==> config.mk <==
export PLATFORM = sky130hd
export DESIGN_NAME = jb_aes_pipe_sched
export DESIGN_NICKNAME = d
export VERILOG_FILES = /design/src/rtl/jb_aes_pkg.sv /design/src/rtl/jb_rr_arbiter.sv /design/src/rtl/jb_aes_pipe_sched.sv
export SDC_FILE = /design/constraint.sdc
export NUM_CORES = 1
export LEC_CHECK = 0
export ABC_AREA = 1
export CAP_MARGIN = 10
export CELL_PAD_IN_SITES_DETAIL_PLACEMENT = 1
export CELL_PAD_IN_SITES_GLOBAL_PLACEMENT = 1
export CORE_AREA = 10 10 392 394
export DETAILED_ROUTE_END_ITERATION = 7
export DIE_AREA = 0 0 402 404
export HOLD_SLACK_MARGIN = 0.06
export PLACE_DENSITY_LB_ADDON = 0.1
export SYNTH_ARGS = -nofsm -noshare
export SYNTH_HDL_FRONTEND = slang
export SYNTH_HIERARCHICAL = 1
export SYNTH_SLANG_ARGS = --single-unit
==> constraint.sdc <==
create_clock -name clk -period 2.9 [get_ports clk]
set_input_delay 0.435 -clock clk [delete_from_list [all_inputs] [get_ports clk]]
set_output_delay 0.435 -clock clk [all_outputs]
set_load 0.005 [all_outputs]
==> src/rtl/jb_aes_pkg.sv <==
// -----------------------------------------------------------------------------
// jb_aes_pkg
//   Shared types and constants for the AES pipe scheduler family.
//   - AES_BLOCK_WIDTH : AES block / key width in bits
//   - MAX_NREQ        : largest requester count a scheduler may be built with
//   - TAG_ID_W        : requester id width carried in a pipe tag (sized for
//                       MAX_NREQ so one tag type serves every NREQ)
//   - sched_tag_t     : {valid, id} travelling alongside the AES pipe
//   - sched_state_t   : scheduler quiesce state machine
// -----------------------------------------------------------------------------
package jb_aes_pkg;

    localparam int AES_BLOCK_WIDTH = 128;
    localparam int MAX_NREQ        = 8;
    localparam int TAG_ID_W        = $clog2(MAX_NREQ);

    typedef struct packed {
        logic                valid;
        logic [TAG_ID_W-1:0] id;
    } sched_tag_t;

    typedef enum logic [1:0] {
        ST_RUN     = 2'd0,
        ST_DRAIN   = 2'd1,
        ST_DRAINED = 2'd2
    } sched_state_t;

endpackage

==> src/rtl/jb_rr_arbiter.sv <==
// -----------------------------------------------------------------------------
// jb_rr_arbiter
//   NREQ-wide round-robin arbiter. The search starts at the internal pointer
//   and wraps at NREQ; the first requesting index wins. The pointer moves to
//   the winner + 1 (mod NREQ) whenever a grant is issued and holds otherwise.
//   Ports:
//     clk, rst      : clock, synchronous active-high reset (pointer -> 0)
//     en            : grants allowed this cycle
//     req[NREQ]     : request vector
//     grant[NREQ]   : one-hot grant (zero when en=0 or no request)
//     grant_valid   : any grant issued
//     grant_id      : index of the granted requester
// -----------------------------------------------------------------------------
module jb_rr_arbiter #(
    parameter int NREQ = 2,
    localparam int IDW = (NREQ > 1) ? $clog2(NREQ) : 1
) (
    input  logic            clk,
    input  logic            rst,
    input  logic            en,
    input  logic [NREQ-1:0] req,
    output logic [NREQ-1:0] grant,
    output logic            grant_valid,
    output logic [IDW-1:0]  grant_id
);

    logic [IDW-1:0] ptr_reg;
    logic [IDW-1:0] ptr_next;

    // base + off reduced modulo NREQ; off never exceeds NREQ so one subtract
    // is enough.
    function automatic logic [IDW-1:0] wrap_idx(input logic [IDW-1:0] base, input int off);
        int s;
        s = int'(base) + off;
        if (s >= NREQ) begin
            s = s - NREQ;
        end
        return IDW'(s);
    endfunction

    always_comb begin
        grant       = '0;
        grant_valid = 1'b0;
        grant_id    = '0;
        for (int k = 0; k < NREQ; k++) begin
            if (en && !grant_valid && req[wrap_idx(ptr_reg, k)]) begin
                grant_valid                   = 1'b1;
                grant_id                      = wrap_idx(ptr_reg, k);
                grant[wrap_idx(ptr_reg, k)]   = 1'b1;
            end
        end
    end

    always_comb begin
        ptr_next = ptr_reg;
        if (grant_valid) begin
            ptr_next = wrap_idx(grant_id, 1);
        end
    end

    always_ff @(posedge clk) begin
        if (rst) begin
            ptr_reg <= '0;
        end else begin
            ptr_reg <= ptr_next;
        end
    end

endmodule

==> src/rtl/jb_aes_pipe_sched.sv <==
// -----------------------------------------------------------------------------
// jb_aes_pipe_sched
//   Shares one fully pipelined AES encrypt core between NREQ requesters.
//   One block per cycle is accepted from the round-robin winner and driven
//   into the pipe; a tag shift register of PIPE_LATENCY stages follows the
//   pipe so each ciphertext is steered back to its owner. A drain handshake
//   stops acceptance and reports when the pipe is empty.
//   Optional build macro: JB_AES_SCHED_STATS_EN adds per-requester 32-bit
//   accept and wait counters (stat_accepts, stat_waits).
//   Ports:
//     clk, rst               : clock, synchronous active-high reset
//     req_valid/req_ready    : per-requester handshake (ready is one-hot/zero)
//     req_key/req_block      : per-requester key and plaintext
//     pipe_key/pipe_blockin  : to the AES pipe (zero when nothing accepted)
//     pipe_blockout          : from the AES pipe
//     rsp_valid/rsp_block    : one-hot response and shared ciphertext
//     drain_req/drain_done   : quiesce request / pipe empty and held
//     busy                   : at least one block in flight
// -----------------------------------------------------------------------------
module jb_aes_pipe_sched
    import jb_aes_pkg::*;
#(
    parameter int BLOCK_WIDTH  = AES_BLOCK_WIDTH,
    parameter int NREQ         = 2,
    parameter int PIPE_LATENCY = 11,
    localparam int IDW         = (NREQ > 1) ? $clog2(NREQ) : 1,
    localparam int CNT_W       = $clog2(PIPE_LATENCY + 1)
) (
    input  logic                            clk,
    input  logic                            rst,
    input  logic [NREQ-1:0]                 req_valid,
    output logic [NREQ-1:0]                 req_ready,
    input  logic [NREQ-1:0][BLOCK_WIDTH-1:0] req_key,
    input  logic [NREQ-1:0][BLOCK_WIDTH-1:0] req_block,
    output logic [BLOCK_WIDTH-1:0]          pipe_key,
    output logic [BLOCK_WIDTH-1:0]          pipe_blockin,
    input  logic [BLOCK_WIDTH-1:0]          pipe_blockout,
    output logic [NREQ-1:0]                 rsp_valid,
    output logic [BLOCK_WIDTH-1:0]          rsp_block,
    input  logic                            drain_req,
    output logic                            drain_done,
    output logic                            busy
`ifdef JB_AES_SCHED_STATS_EN
    ,
    output logic [NREQ-1:0][31:0]           stat_accepts,
    output logic [NREQ-1:0][31:0]           stat_waits
`endif
);

    sched_state_t     state_reg;
    sched_state_t     state_next;
    logic             accept;
    logic [IDW-1:0]   grant_id;
    sched_tag_t       tag_in;
    sched_tag_t       tag_last;
    logic [CNT_W-1:0] inflight_reg;
    logic [CNT_W-1:0] inflight_next;

    // ---------------------------------------------------------------- arbiter
    jb_rr_arbiter #(
        .NREQ(NREQ)
    ) u_arb (
        .clk        (clk),
        .rst        (rst),
        .en         (state_reg == ST_RUN),
        .req        (req_valid),
        .grant      (req_ready),
        .grant_valid(accept),
        .grant_id   (grant_id)
    );

    always_comb begin
        pipe_key     = '0;
        pipe_blockin = '0;
        if (accept) begin
            pipe_key     = req_key[grant_id];
            pipe_blockin = req_block[grant_id];
        end
    end

    // ------------------------------------------------------------------- FSM
    always_ff @(posedge clk) begin
        if (rst) begin
            state_reg <= ST_RUN;
        end else begin
            state_reg <= state_next;
        end
    end

    always_comb begin
        state_next = state_reg;
        drain_done = 1'b0;
        case (state_reg)
            ST_RUN: begin
                if (drain_req) begin
                    state_next = ST_DRAIN;
                end
            end
            ST_DRAIN: begin
                // A withdrawn drain request wins over an empty pipe.
                if (!drain_req) begin
                    state_next = ST_RUN;
                end else if (inflight_reg == '0) begin
                    state_next = ST_DRAINED;
                end
            end
            ST_DRAINED: begin
                drain_done = 1'b1;
                if (!drain_req) begin
                    state_next = ST_RUN;
                end
            end
            default: begin
                state_next = ST_RUN;
            end
        endcase
    end

    // ------------------------------------------------------- tag shift chain
    // The chain never stalls: it advances in lockstep with the AES pipe, so
    // the last stage lines up with pipe_blockout.
    assign tag_in.valid = accept;
    assign tag_in.id    = TAG_ID_W'(grant_id);

    genvar gi;
    generate
        for (gi = 0; gi < PIPE_LATENCY; gi++) begin : g_tag
            sched_tag_t stage_reg;
            if (gi == 0) begin : g_head
                always_ff @(posedge clk) begin
                    if (rst) begin
                        stage_reg <= '0;
                    end else begin
                        stage_reg <= tag_in;
                    end
                end
            end else begin : g_body
                always_ff @(posedge clk) begin
                    if (rst) begin
                        stage_reg <= '0;
                    end else begin
                        stage_reg <= g_tag[gi-1].stage_reg;
                    end
                end
            end
        end
    endgenerate

    assign tag_last = g_tag[PIPE_LATENCY-1].stage_reg;

    generate
        for (gi = 0; gi < NREQ; gi++) begin : g_rsp
            assign rsp_valid[gi] = tag_last.valid && (tag_last.id == TAG_ID_W'(gi));
        end
    endgenerate

    // Pipe data belonging to blocks whose tags were cleared by reset is masked.
    assign rsp_block = tag_last.valid ? pipe_blockout : '0;

    // ------------------------------------------------------ in-flight count
    always_comb begin
        inflight_next = inflight_reg;
        case ({accept, tag_last.valid})
            2'b10:   inflight_next = inflight_reg + CNT_W'(1);
            2'b01:   inflight_next = inflight_reg - CNT_W'(1);
            default: inflight_next = inflight_reg;
        endcase
    end

    always_ff @(posedge clk) begin
        if (rst) begin
            inflight_reg <= '0;
        end else begin
            inflight_reg <= inflight_next;
        end
    end

    assign busy = (inflight_reg != '0);

`ifdef JB_AES_SCHED_STATS_EN
    // ------------------------------------------------------------ statistics
    generate
        for (gi = 0; gi < NREQ; gi++) begin : g_stat
            logic [31:0] accepts_reg;
            logic [31:0] waits_reg;
            always_ff @(posedge clk) begin
                if (rst) begin
                    accepts_reg <= '0;
                    waits_reg   <= '0;
                end else begin
                    if (req_ready[gi]) begin
                        accepts_reg <= accepts_reg + 32'd1;
                    end
                    if (req_valid[gi] && !req_ready[gi]) begin
                        waits_reg <= waits_reg + 32'd1;
                    end
                end
            end
            assign stat_accepts[gi] = accepts_reg;
            assign stat_waits[gi]   = waits_reg;
        end
    endgenerate
`endif

endmodule

==> run metrics <==
status=finished, final reports clean; syn_nets=1908; DRC viols=0; Worst-Skew Late Latency=0.27 ns; VDD IR max=165.1 uV; Initial DRC Count=360; initial core utilization=4.003%; max-slew headroom at the worst pin=58.16%; die width=402 um; Leakage=9.073 nW; CP max stage delay=0.33 ns; fillers=17610; leading cell type in the layout, fill and taps excluded=clkdlybuf4s50_1; first-pass GRT wire length=126.7 mm; FP Rows=140; Ports=1035; HP Class=register to register; Die H=404 um; Placed Instances=4200; RSZ-0062 raised after global routing=yes; Tcrit/Tclk final=95.00%; CP cell instances=nor2_2 -> buf_6 -> nand2_2 -> a21oi_4 -> buf_12 -> inv_8 -> buf_16 -> buf_6 -> buf_4 -> nor2_4 -> nor2_1 -> dlygate4sd2_1; Tot Pwr=4.303 mW; vias=12310; DR pass1 iterations=4; die area=0.1624 sq mm; fin crit period=2.755 ns; sequential share of the synthesized area=9.976%; Synth Cell Area=0.005819 sq mm; FF+latch count, synth=29; worst path arrival time=2.32 ns; highest clock rate=0.3630 GHz; hpwl dp=85.68 mm; largest net degree at the start of global routing=79; Layout Skew=0.004990 ns; routed vias/inst=2.882; Routed WL=97.58 mm; Synth Warn #=6; layout cell share with drive strength beyond 1=7.745%; Tightest Pin Transition=0.6218 ns; core footprint=0.1454 sq mm; Slowest-stage cell, CP=dfxtp_2; CP Data Required Time=2.47 ns; Mapped Avg Cell Area=4.619 sq um; max FFs per register=22; final net count=2971; Mapped Cells=1260; distinct cell type count after synthesis=21; most used cell, CP=buf_6; WL per Instance=22.85 um; critical path endpoint category=output pin; Max Slew Vio Count=0; power per cell area=217.6 mW/mm^2; Worst Path Max Fanout=8; Area growth syn-to-layout=239.9%; Clock Path Buffers=2; Reg clk slew, reported paths=0.05 ns; Routed Antenna Nets=0; grt total ovfl=0; Port Buffer Count=1034; CTS root buf=clkbuf_16; Startpoint Class=register; # setup viols final=0; initial antenna violation count=58; crit path kind=register to output pin; Overall Global Routing Usage=11.16%; Post-Layout Cell Count=4271; htree depth=2; Final Wtd Congestion=0.7915; clock sink count=29; CTS tree=built; most frequent cells in the layout=clkdlybuf4s50_1 (787), nor2_1 (526), o21ai_0 (256); vias in the first global route=13720; max-cap violations=0; total CTS buffers=5; Hold Violations, Final=0
## cell families after synthesis
kind of cell,after synthesis,share of synthesized area (%)
simple gates,693,44.89
xor+xnor,3,0.4516
buf+inv,264,20.92
flops,29,9.976
fa+ha+maj,3,0.6451
compound gates,268,23.11
## layout make-up
| class | count | area, sq um | area share [%] |
|---|---|---|---|
| Antenna cell | 30 | 75.07 | 0.3796 |
| Clock inverter | 3 | 17.52 | 0.08857 |
| Sequential cell | 29 | 586.8 | 2.967 |
| Multi-Input combinational cell | 967 | 4119 | 20.83 |
| Inverter | 163 | 619.3 | 3.132 |
| Tap cell | 1917 | 2399 | 12.13 |
| Timing Repair Buffer | 1157 | 11840 | 59.85 |
| Clock buffer | 5 | 125.1 | 0.6326 |
## through the flow
| step | worst slack (ns) | hold slack, ns | util, % | setup TNS (ns) | area [sq um] |
|---|---|---|---|---|---|
| after floorplan | 0.7849 | 0.3883 | - | 0 | 5819 |
| after global placement | -0.3716 | 0.3861 | 13.10 | -27.01 | 19050 |
| after detailed placement | -0.3296 | 0.3906 | 13.10 | -26.28 | 19050 |
| after CTS | -0.1555 | 0.4015 | 13.44 | -0.7171 | 19550 |
| after global routing | -0.03226 | 0.4161 | 13.59 | -0.03226 | 19760 |
| final | 0.1449 | 0.4002 | 13.60 | 0 | 19780 |
## routing by layer
layer | GRT usage [%] | part of all wire, %
met3 | 3.924 | 7.7
met4 | 2.973 | 0.94
met5 | 0 | 0.098
met2 | 21.56 | 55
met1 | 11.23 | 36
## synth_stat cells
cell type / number / area, sq um
nand3_1: 3 / 15.01
nor4_1: 1 / 6.260
xor2_1: 2 / 17.52
clkbuf_2: 11 / 55.05
clkbuf_1: 46 / 172.7
a21oi_1: 7 / 35.03
nor2_1: 546 / 2049
buf_6: 23 / 259.0
ha_1: 3 / 37.54
dfxtp_1: 29 / 580.6
a21oi_2: 1 / 8.760
nand2_1: 141 / 529.3
buf_4: 5 / 37.54
o21ai_0: 260 / 1301
nand4_1: 1 / 6.260
xnor2_1: 1 / 8.760
buf_1: 1 / 3.750
inv_1: 162 / 608.1
nand2_2: 1 / 6.260
inv_4: 1 / 6.260
buf_2: 15 / 75.07
## critical path, delay by kind of cell, from the launching register on
| family | cells | cell delay (ns) |
|---|---|---|
| AOI/OAI and AO/OA | 1 | 0.19 |
| buffers and inverters | 7 | 1.09 |
| DFF | 1 | 0.33 |
| and+or+nand+nor | 4 | 0.42 |
## worst paths after layout
check / start / end / slack [ns] / cells past startpoint
hold / removal: g_tag[9].stage_reg[3] / g_tag[10].stage_reg[3] / 0.40 / 2
setup reg to reg: state_reg[1] / inflight_reg[2] / 0.42 / 17
setup / recovery: state_reg[1] / pipe_key[6] / 0.14 / 12
hold reg to reg: g_tag[9].stage_reg[3] / g_tag[10].stage_reg[3] / 0.40 / 2
## repair_timing
item,4_1_cts,5_1_grt
gates cloned,10,0
hold buffers,0,0
buffers inserted,14,10
hold endpoints to repair,0,0
setup endpoints to repair,228,89
pin swaps,6,6
gates resized for setup,268,40
## report_power, final
part | internal [mW] | leakage [nW] | switching (mW)
clock | 0.314 | 0.0698 | 0.178
combinational | 1.89 | 8.77 | 1.49
sequential | 0.416 | 0.238 | 0.0152
Note: power is estimated with default switching activity, not from simulation.
